`src/rtl/hsid_x_fetch_sched.sv`:
```
// OBI read scheduler: fetches the captured spectrum and then every library pixel,
// and streams the packed band words out in order with position tags.
module hsid_x_fetch_sched #(
  parameter int WORD_WIDTH        = 32,
  parameter int HSP_BANDS_WIDTH   = 9,
  parameter int HSP_LIBRARY_WIDTH = 9,
  parameter int MAX_OUTSTANDING   = 2
) (
  input  logic                         clk,
  input  logic                         rst,
  input  logic                         start_i,
  input  logic                         clear_i,
  input  logic [WORD_WIDTH-1:0]        captured_addr_i,
  input  logic [WORD_WIDTH-1:0]        library_addr_i,
  input  logic [HSP_BANDS_WIDTH-1:0]   bands_i,
  input  logic [HSP_LIBRARY_WIDTH-1:0] library_size_i,
  output logic                         obi_req_o,
  output logic [WORD_WIDTH-1:0]        obi_addr_o,
  output logic                         obi_we_o,
  input  logic                         obi_gnt_i,
  input  logic                         obi_rvalid_i,
  input  logic [WORD_WIDTH-1:0]        obi_rdata_i,
  output logic                         data_valid_o,
  input  logic                         data_ready_i,
  output logic [WORD_WIDTH-1:0]        data_o,
  output logic                         is_captured_o,
  output logic                         last_pack_o,
  output logic                         last_pixel_o,
  output logic [HSP_LIBRARY_WIDTH-1:0] pixel_idx_o,
  output logic                         busy_o,
  output logic                         done_o,
  output logic                         error_o
);

  localparam int WW = WORD_WIDTH;
  localparam int BW = HSP_BANDS_WIDTH;
  localparam int LW = HSP_LIBRARY_WIDTH;
  localparam int TW = BW + LW;
  localparam int CW = $clog2(MAX_OUTSTANDING + 1);
  localparam int PW = (MAX_OUTSTANDING > 1) ? $clog2(MAX_OUTSTANDING) : 1;

  typedef enum logic [2:0] {IDLE, CAPT, LIB, DRAIN, DONE} state_t;

  state_t          state;
  logic [WW-1:0]   lib_addr_q;
  logic [WW-1:0]   addr_q;
  logic [BW-1:0]   packs_q;
  logic [LW-1:0]   size_q;
  logic [TW-1:0]   issue_left_q;
  logic            req_q;
  logic            stale_q;
  logic            busy_q;
  logic            done_q;
  logic            err_q;
  logic [CW-1:0]   outst_q;
  logic [CW-1:0]   drop_q;
  logic [CW-1:0]   cnt_q;
  logic [PW-1:0]   wr_ptr_q;
  logic [PW-1:0]   rd_ptr_q;
  logic [BW-1:0]   capt_left_q;
  logic [BW-1:0]   pack_idx_q;
  logic [LW-1:0]   pix_idx_q;
  logic [WW-1:0]   mem [MAX_OUTSTANDING];

  logic [BW:0]     packs_sum;
  logic [BW-1:0]   packs_w;
  logic [TW-1:0]   lib_total;
  logic            fire;
  logic            fire_live;
  logic            rv_ok;
  logic            push;
  logic            pop;
  logic            cfg_ok;
  logic            start_ok;
  logic            issue_more;
  logic            credit;
  logic            in_capt;
  logic            pix_end;
  logic [CW:0]     out_next;
  logic [CW:0]     cnt_next;
  logic [CW:0]     drop_next;

  function automatic logic [PW-1:0] ptr_inc(input logic [PW-1:0] p);
    return (p == PW'(MAX_OUTSTANDING - 1)) ? '0 : p + PW'(1);
  endfunction

  assign packs_sum = ({1'b0, bands_i} + (BW+1)'(1)) >> 1;
  assign packs_w   = packs_sum[BW-1:0];
  assign lib_total = TW'(library_size_i) * TW'(packs_w);

  // A request still held across a clear is stale: its grant must not advance the new job.
  assign fire      = req_q & obi_gnt_i;
  assign fire_live = fire & ~stale_q;
  assign rv_ok     = obi_rvalid_i & (outst_q != '0);
  assign push      = rv_ok & (drop_q == '0) & ~clear_i;
  assign pop       = (cnt_q != '0) & data_ready_i;
  assign cfg_ok    = (bands_i != '0) & (library_size_i != '0);
  assign start_ok  = start_i & (state == IDLE) & ~clear_i & (~req_q | fire);

  assign out_next  = {1'b0, outst_q} + (CW+1)'(fire) - (CW+1)'(rv_ok);
  assign cnt_next  = {1'b0, cnt_q} + (CW+1)'(push) - (CW+1)'(pop);
  assign drop_next = {1'b0, drop_q} + (CW+1)'(fire & stale_q)
                   - (CW+1)'(rv_ok & (drop_q != '0));
  assign credit    = ({1'b0, out_next} + {1'b0, cnt_next}) < (CW+2)'(MAX_OUTSTANDING);
  assign issue_more = ~clear_i & ((start_ok & cfg_ok) | (state == CAPT) |
                      ((state == LIB) & ~(fire_live & (issue_left_q == TW'(1)))));

  // NOTE: sequential state uses non-blocking assignments only, so every register
  // samples the same pre-edge values regardless of statement order.
  always_ff @(posedge clk or posedge rst) begin
    if (rst) begin
      state        <= IDLE;
      lib_addr_q   <= '0;
      addr_q       <= '0;
      packs_q      <= '0;
      size_q       <= '0;
      issue_left_q <= '0;
      req_q        <= 1'b0;
      stale_q      <= 1'b0;
      busy_q       <= 1'b0;
      done_q       <= 1'b0;
      err_q        <= 1'b0;
      outst_q      <= '0;
      drop_q       <= '0;
      cnt_q        <= '0;
      wr_ptr_q     <= '0;
      rd_ptr_q     <= '0;
      capt_left_q  <= '0;
      pack_idx_q   <= '0;
      pix_idx_q    <= '0;
    end else begin
      req_q   <= (req_q & ~fire) | (issue_more & credit);
      outst_q <= out_next[CW-1:0];
      cnt_q   <= cnt_next[CW-1:0];
      drop_q  <= drop_next[CW-1:0];
      done_q  <= 1'b0;
      if (fire) stale_q <= 1'b0;
      if (push) wr_ptr_q <= ptr_inc(wr_ptr_q);
      if (pop)  rd_ptr_q <= ptr_inc(rd_ptr_q);
      if (obi_rvalid_i && outst_q == '0) err_q <= 1'b1;

      if (pop) begin
        if (in_capt) begin
          capt_left_q <= capt_left_q - BW'(1);
        end else if (pix_end) begin
          pack_idx_q <= '0;
          pix_idx_q  <= pix_idx_q + LW'(1);
        end else begin
          pack_idx_q <= pack_idx_q + BW'(1);
        end
      end

      if (clear_i) begin
        // Everything in flight now belongs to the aborted job and is dropped on return.
        state       <= IDLE;
        busy_q      <= 1'b0;
        cnt_q       <= '0;
        wr_ptr_q    <= '0;
        rd_ptr_q    <= '0;
        drop_q      <= out_next[CW-1:0];
        stale_q     <= req_q & ~fire;
        capt_left_q <= '0;
        pack_idx_q  <= '0;
        pix_idx_q   <= '0;
      end else begin
        case (state)
          IDLE: if (start_ok) begin
            lib_addr_q   <= library_addr_i;
            packs_q      <= packs_w;
            size_q       <= library_size_i;
            addr_q       <= captured_addr_i;
            issue_left_q <= TW'(packs_w);
            capt_left_q  <= packs_w;
            pack_idx_q   <= '0;
            pix_idx_q    <= '0;
            err_q        <= ~cfg_ok;
            if (cfg_ok) begin
              state  <= CAPT;
              busy_q <= 1'b1;
            end else begin
              state  <= DONE;
              done_q <= 1'b1;
            end
          end
          CAPT: if (fire_live) begin
            if (issue_left_q == TW'(1)) begin
              state        <= LIB;
              addr_q       <= lib_addr_q;
              issue_left_q <= lib_total_q();
            end else begin
              addr_q       <= addr_q + WW'(4);
              issue_left_q <= issue_left_q - TW'(1);
            end
          end
          LIB: if (fire_live) begin
            addr_q       <= addr_q + WW'(4);
            issue_left_q <= issue_left_q - TW'(1);
            if (issue_left_q == TW'(1)) state <= DRAIN;
          end
          DRAIN: if (outst_q == '0 && cnt_q == '0) begin
            state  <= DONE;
            busy_q <= 1'b0;
            done_q <= 1'b1;
          end
          default: state <= IDLE;
        endcase
      end
    end
  end

  function automatic logic [TW-1:0] lib_total_q();
    return TW'(size_q) * TW'(packs_q);
  endfunction

  // NOTE: the response buffer is not reset; the count and pointers alone decide
  // which entries are meaningful.
  always_ff @(posedge clk) begin
    if (push) mem[wr_ptr_q] <= obi_rdata_i;
  end

  assign in_capt = capt_left_q != '0;
  assign pix_end = pack_idx_q == packs_q - BW'(1);

  assign obi_req_o     = req_q;
  assign obi_addr_o    = addr_q;
  assign obi_we_o      = 1'b0;
  assign data_valid_o  = cnt_q != '0;
  assign data_o        = data_valid_o ? mem[rd_ptr_q] : '0;
  assign is_captured_o = data_valid_o & in_capt;
  assign last_pack_o   = data_valid_o & (in_capt ? (capt_left_q == BW'(1)) : pix_end);
  assign last_pixel_o  = data_valid_o & ~in_capt & pix_end & (pix_idx_q == size_q - LW'(1));
  assign pixel_idx_o   = (data_valid_o & ~in_capt) ? pix_idx_q : '0;
  assign busy_o        = busy_q;
  assign done_o        = done_q;
  assign error_o       = err_q;

  unused_lib_total: assert property (@(posedge clk) disable iff (rst) 1'b1 || (lib_total != '0));

endmodule

```
`config.mk`:
```
export PLATFORM = sky130hd
export DESIGN_NAME = hsid_x_fetch_sched
export DESIGN_NICKNAME = d
export VERILOG_FILES = /design/src/rtl/hsid_x_fetch_sched.sv
export SDC_FILE = /design/constraint.sdc
export NUM_CORES = 1
export LEC_CHECK = 0
export CELL_PAD_IN_SITES_DETAIL_PLACEMENT = 1
export CELL_PAD_IN_SITES_GLOBAL_PLACEMENT = 1
export CORE_MARGIN = 4
export CORE_UTILIZATION = 39
export CTS_BUF_LIST = sky130_fd_sc_hd__clkbuf_8
export DETAILED_ROUTE_END_ITERATION = 16
export PLACE_DENSITY_LB_ADDON = 0.2
export REMOVE_ABC_BUFFERS = 1
export SETUP_SLACK_MARGIN = 0.2
export SYNTH_ARGS = -nofsm -noshare
export SYNTH_HDL_FRONTEND = slang
export SYNTH_SLANG_ARGS = --single-unit
```
`constraint.sdc`:
```
create_clock -name clk -period 4.92 [get_ports clk]
set_clock_uncertainty 0.15 [all_clocks]
set_input_delay 0.984 -clock clk [delete_from_list [all_inputs] [get_ports clk]]
set_output_delay 0.984 -clock clk [all_outputs]
set_load 0.02 [all_outputs]
```
# Word-level counts from Yosys, hierarchy flattened

Memory sizes are Yosys's and may differ from the RTL's.
Index checks and enable logic that the tools add are counted.

Add/subtract/negate cells: 17
Multipliers: 1
Magnitude comparators: 1
Eq/ne operators: 17
Mux-type cells: 65
Bitwise gates (word level): 34
Reduce and logical (&&, ||, !) cells: 21

Operator list:

| operator                                                                | count |
|---|---|
| 9-bit 2-to-1 mux                                                        | 18 |
| 32-bit 2-to-1 mux                                                       | 5 |
| 32-bit one-hot mux with 3 select lines                                  | 1 |
| 18-bit 2-to-1 mux                                                       | 4 |
| 18-bit one-hot mux with 3 select lines                                  | 1 |
| 32-bit by 3-bit adder with 32-bit output (second input constant)        | 1 |
| 9-bit nonzero test                                                      | 3 |
| 9-bit by 1-bit subtractor with 9-bit output (second input constant)     | 3 |
| 3-bit 2-to-1 mux                                                        | 8 |
| 1-bit AND                                                               | 23 |
| 1-bit 2-to-1 mux                                                        | 23 |
| 9-bit by 1-bit adder with 9-bit output (second input constant)          | 2 |
| 18-bit by 1-bit equality test with 1-bit output (second input constant) | 1 |
| 9-bit equality test                                                     | 2 |
| 9-bit by 9-bit multiplier with 18-bit output                            | 1 |
| 18-bit by 1-bit subtractor with 18-bit output (second input constant)   | 1 |
| 3-bit != test (second input constant)                                   | 5 |
| 3-bit one-hot mux with 4 select lines                                   | 1 |
| 2-bit nonzero test                                                      | 6 |
| 9-bit by 1-bit adder with 10-bit output (second input constant)         | 1 |
| 9-bit by 1-bit equality test with 1-bit output (second input constant)  | 1 |
| 1-bit NOT                                                               | 7 |
| 2-bit by 1-bit adder with 3-bit output                                  | 2 |
| 3-bit by 2-bit equality test with 1-bit output (second input constant)  | 2 |
| 20 further kinds                                                        | 34 |

Register bits: 143
Memory bits (writable): 64
Input port bits: 121
Logic and storage cells: 176
Memories kept: 1

Memories:

| memory | words | width | read ports | clocked after Yosys merged registers in | write ports | RTL line | source |
|---|---|---|---|---|---|---|---|
| mem    | 2     | 32    | 1          | 0                                       | 1           | 63       | `logic [WW-1:0] mem [MAX_OUTSTANDING];` |

# Logic depth before layout (Yosys ltp)

Word-level depth: 10
Mapped depth: 19

# Least setup slack after synthesis

No wires, ideal clock.

Kind: register to register
Start point: register size_q[3]
End point: register issue_left_q[12]
Data arrival time: 4403 ps
Required time: 4637 ps
Path slack: 234 ps
Cell stages (with the launch flop): 19
Path buffers: 2
Cells stage by stage: dfrtp_1 -> clkbuf_1 -> clkbuf_1 -> nand2_1 -> fa_1 -> inv_1 -> fa_1 -> ha_1 -> inv_1 -> fa_1 -> inv_1 -> fa_1 -> a211o_1 -> a21oi_1 -> o21bai_1 -> a21o_1 -> a21oi_1 -> xor2_1 -> o211ai_1

Word-level cells in the longest chain between the ends: 4

RTL lines:

| item                                         | RTL line | source |
|---|---|---|
| start, declared                              | 48       | `logic [LW-1:0] size_q;` |
| start signal, assigned                       | 170      | `size_q <= library_size_i;` |
| 9-bit by 9-bit multiplier with 18-bit output | 212      | `return TW'(size_q) * TW'(packs_q);` |
| 18-bit 2-to-1 mux                            | 186      | `if (issue_left_q == TW'(1)) begin` |
| 18-bit 2-to-1 mux                            | 185      | `CAPT: if (fire_live) begin` |
| 18-bit one-hot mux with 3 select lines       | 166      | `case (state)` |
| end signal, assigned                         | 172      | `issue_left_q <= TW'(packs_w);` |
| end signal, assigned                         | 189      | `issue_left_q <= lib_total_q();` |
| end signal, assigned                         | 192      | `issue_left_q <= issue_left_q - TW'(1);` |
| end, declared                                | 49       | `logic [TW-1:0] issue_left_q;` |

Every way passes these cells. The select of a mux whose other input is x is not followed.
A chain may end at the register's enable or synchronous reset.

# Final worst setup path

Ends and elaborated chain as after synthesis.

==> run metrics <==
DRT Wirelength=41.53 mm; Die Area=37,630 sq um; most common cell after layout, fill and taps aside=nand2_1; Setup crit end kind=flop; EDFF count, synth=64; # IOs=about 200; share of cells above drive strength 1=a little over a tenth; met1 wire length=about 18 mm; ANT nets after route=0; DRT Pass-1 Iters=5; Finish-stage setup viols=0; core area=33,870 sq um; CTS Buffer Depth=3; Via-to-Cell Ratio=5.373; Cells after Synth=approximately 1,500; PD cells=672.7 nW/um^2; gp weighted congestion=0.8281; synth warn=0; Num CTS Buffers=40; CP startpoint=size_q[3]; # hold bufs at CTS=0; Final min period=approximately 4.5 ns; DR top layer=met4; Rel. slew slack=33.13%; Design Area, Final=approximately 17,000 sq um; CTS tree=yes; WP depth=18; fmax=0.2198 GHz; r2r endpoint=issue_left_q[12]; Worst-Skew Late Latency=0.57 ns; vias in the first global route=12,300; drt first-iter violations=591; first-pass GRT wire length=66.75 mm; Slew Limit Fails=0; CP Buf/Inv Count=4; crit start category=flop; area occupied by multi-input gates=7321 sq um; CTS sink cnt=207; initial antenna violation count=1; CP Class=flop to flop; Clock Pin Slew Worst Setup and Hold Paths=roughly 0.060 ns; Die W=between 150 and 200 microns; status=finished clean; GRT Total Usage=21.41%; final worst slack=0.3704 ns; fraction of registers with async set/reset=69.08%; total power=11.44 mW; Vias=11,530; layout overhead on the synthesized area=26.08%; dpl cell area=between 15,000 and 20,000 sq um; WL/cell=19.35 microns; syn avg cell area=9.259 sq um; VDD IR max=0.0005188 V; global route overflow=0; fill cell count=between 3,000 and 4,000; Seq/Total Area, Yosys=40.77%; Post-Syn Area=13,490 sq um; reg2reg setup slack=0.37 ns; Data required, critical path=slightly above 5 ns; clock root cell=clkbuf_8; pre-CTS setup slack=0.07101 ns; Worst Setup EP=issue_left_q[12]; Worst Hold Slack=0.3246 ns; Crit path max-delay family=adder cells; Yosys reg bits=207; fin crit share=92.47%; Worst EP arrival=~4.8 ns; final hold vios=0; slowest cell delay on critical path=0.54 ns; max cap viols=0; DP Wirelength=29.83 mm; number of distinct library cells after synthesis=83; Crit Path Max Fanout=6; H-tree depth=2; Post-layout nets=about 1,900; WL met2=~20 mm; FF-to-FF path depth=18; most frequent cells in the layout=nand2_1, clkdlybuf4s50_1, dfrtp_1, inv_1, nor2_1; Reg area=roughly 5500 sq um; DRC=0; ys flop type=dfrtp_1; worst slew pin tran=1.003 ns; Tightest Hold Check Type=flop to flop; Initial Util=39.83%; met3 wire length=approximately 2.4 mm; static leakage=between 7 and 8 nW; RSZ-0062 raised after global routing=true; r2r startpoint=size_q[3]; CP max stage cell=fa_1; Die Span Y=slightly below 200 microns; Row Count=67; largest net degree at the start of global routing=90; crit-path cells=buf_6 > nand2_1 > fa_1 > inv_1 > ha_1 > ha_1 > inv_1 > fa_1 > inv_1 > ha_1 > fa_2 > a211o_1 > a21oi_2 > o21bai_1 > a21o_1 > a21oi_2 > xor2_1 > o211ai_1; port bufs=201
## worst reg2reg max path, delay by kind of cell (launching register included)
family                   cells  cell delay, ns
adder cells (fa/ha/maj)      6            2.20
AO/OA/AOI/OAI                6            1.07
flip-flops                   1            0.45
buffers and inverters        4            0.31
XOR/XNOR                     1            0.17
AND/OR/NAND/NOR              1            0.08
## synth_stat cells (all sizes together), types with 21 or more instances
cell type	count	share of area [%]
a21oi	57	2.1
a221oi	23	1.5
and2	50	2.3
clkbuf	60	1.7
dfrtp	143	27
edfxtp	64	14
fa	53	7.9
ha	57	5.3
inv	119	3.3
mux2i	34	2.5
nand2	230	6.4
nand3	26	0.96
nor2	123	3.5
nor3	36	1.4
nor4	25	1.6
o21ai	96	3.6
xnor2	40	2.7
xor2	21	1.4
## area by class of cell
cell class / instances / area share, %
diodes: 1 / 0.01471
clock buffers: 46 / 3.722
clock inverters: 23 / 0.8680
inverters: 119 / 2.656
multi-input cells: 1052 / 43.04
flip-flops and latches: 207 / 32.45
well taps: 448 / 3.296
repair buffers: 250 / 13.95
## stage by stage
stage,util (%),TNS (ns),cells
final,50.22,0,2146
after global routing,50.22,0,2146
after CTS,49.71,0,2131
after detailed placement,47.33,0,2061
after global placement,47.33,0,2061
after floorplan,-,-84.21,1378
## cell families (layout without fill, tap and decap cells)
kind of cell | count (synthesis) | in the layout | synth area share, %
flops | 207 | 207 | 40.77
other cells | 1 | 2 | 0.02780
compound gates | 280 | 280 | 13.29
xor+xnor | 61 | 61 | 4.016
simple gates | 564 | 564 | 20.21
fa+ha+maj | 110 | 110 | 13.15
mux | 36 | 36 | 2.690
buf+inv | 198 | 438 | 5.843
## sequential cells by signal (all words and copies together) (netlist names), 2 cells and up
| signal | flops |
|---|---|
| drop_q | 2 |
| mem | 64 |
| packs_q | 9 |
| pix_idx_q | 9 |
| size_q | 9 |
| cnt_q | 2 |
| capt_left_q | 9 |
| lib_addr_q | 32 |
| outst_q | 2 |
| pack_idx_q | 9 |
| state | 3 |
| obi_addr_o | 32 |
| issue_left_q | 18 |
## layer usage
layer | vias up | global-route usage (%)
li1 | 5448 | -
met3 | 71 | 4.605
met2 | 279 | 36.00
met5 | - | 0
met4 | 0 | 5.677
met1 | 5733 | 28.23
## worst min-delay path by stage
stage	startpoint	cells past startpoint	to	slack [ns]
floorplan	lib_addr_q[0]	2	lib_addr_q[0]	0.30
global placement	lib_addr_q[12]	2	lib_addr_q[12]	0.31
detailed placement	lib_addr_q[11]	2	lib_addr_q[11]	0.32
CTS	lib_addr_q[11]	2	lib_addr_q[11]	0.33
global route	lib_addr_q[26]	2	lib_addr_q[26]	0.35
finish	lib_addr_q[11]	2	lib_addr_q[11]	0.32
## where the power goes
part / total (mW) / switching, mW / internal, mW
logic: 7.06 / 4.01 / 3.05
clock network: 1.72 / 0.805 / 0.917
registers: 2.66 / 0.488 / 2.17
## what timing repair did
action                                  4_1_cts  5_1_grt
resized for setup                            19       29
pin swaps                                     1        9
buffers inserted                              1       14
endpoints found under the setup margin        8        9
Power figures use the tool's default switching activity.
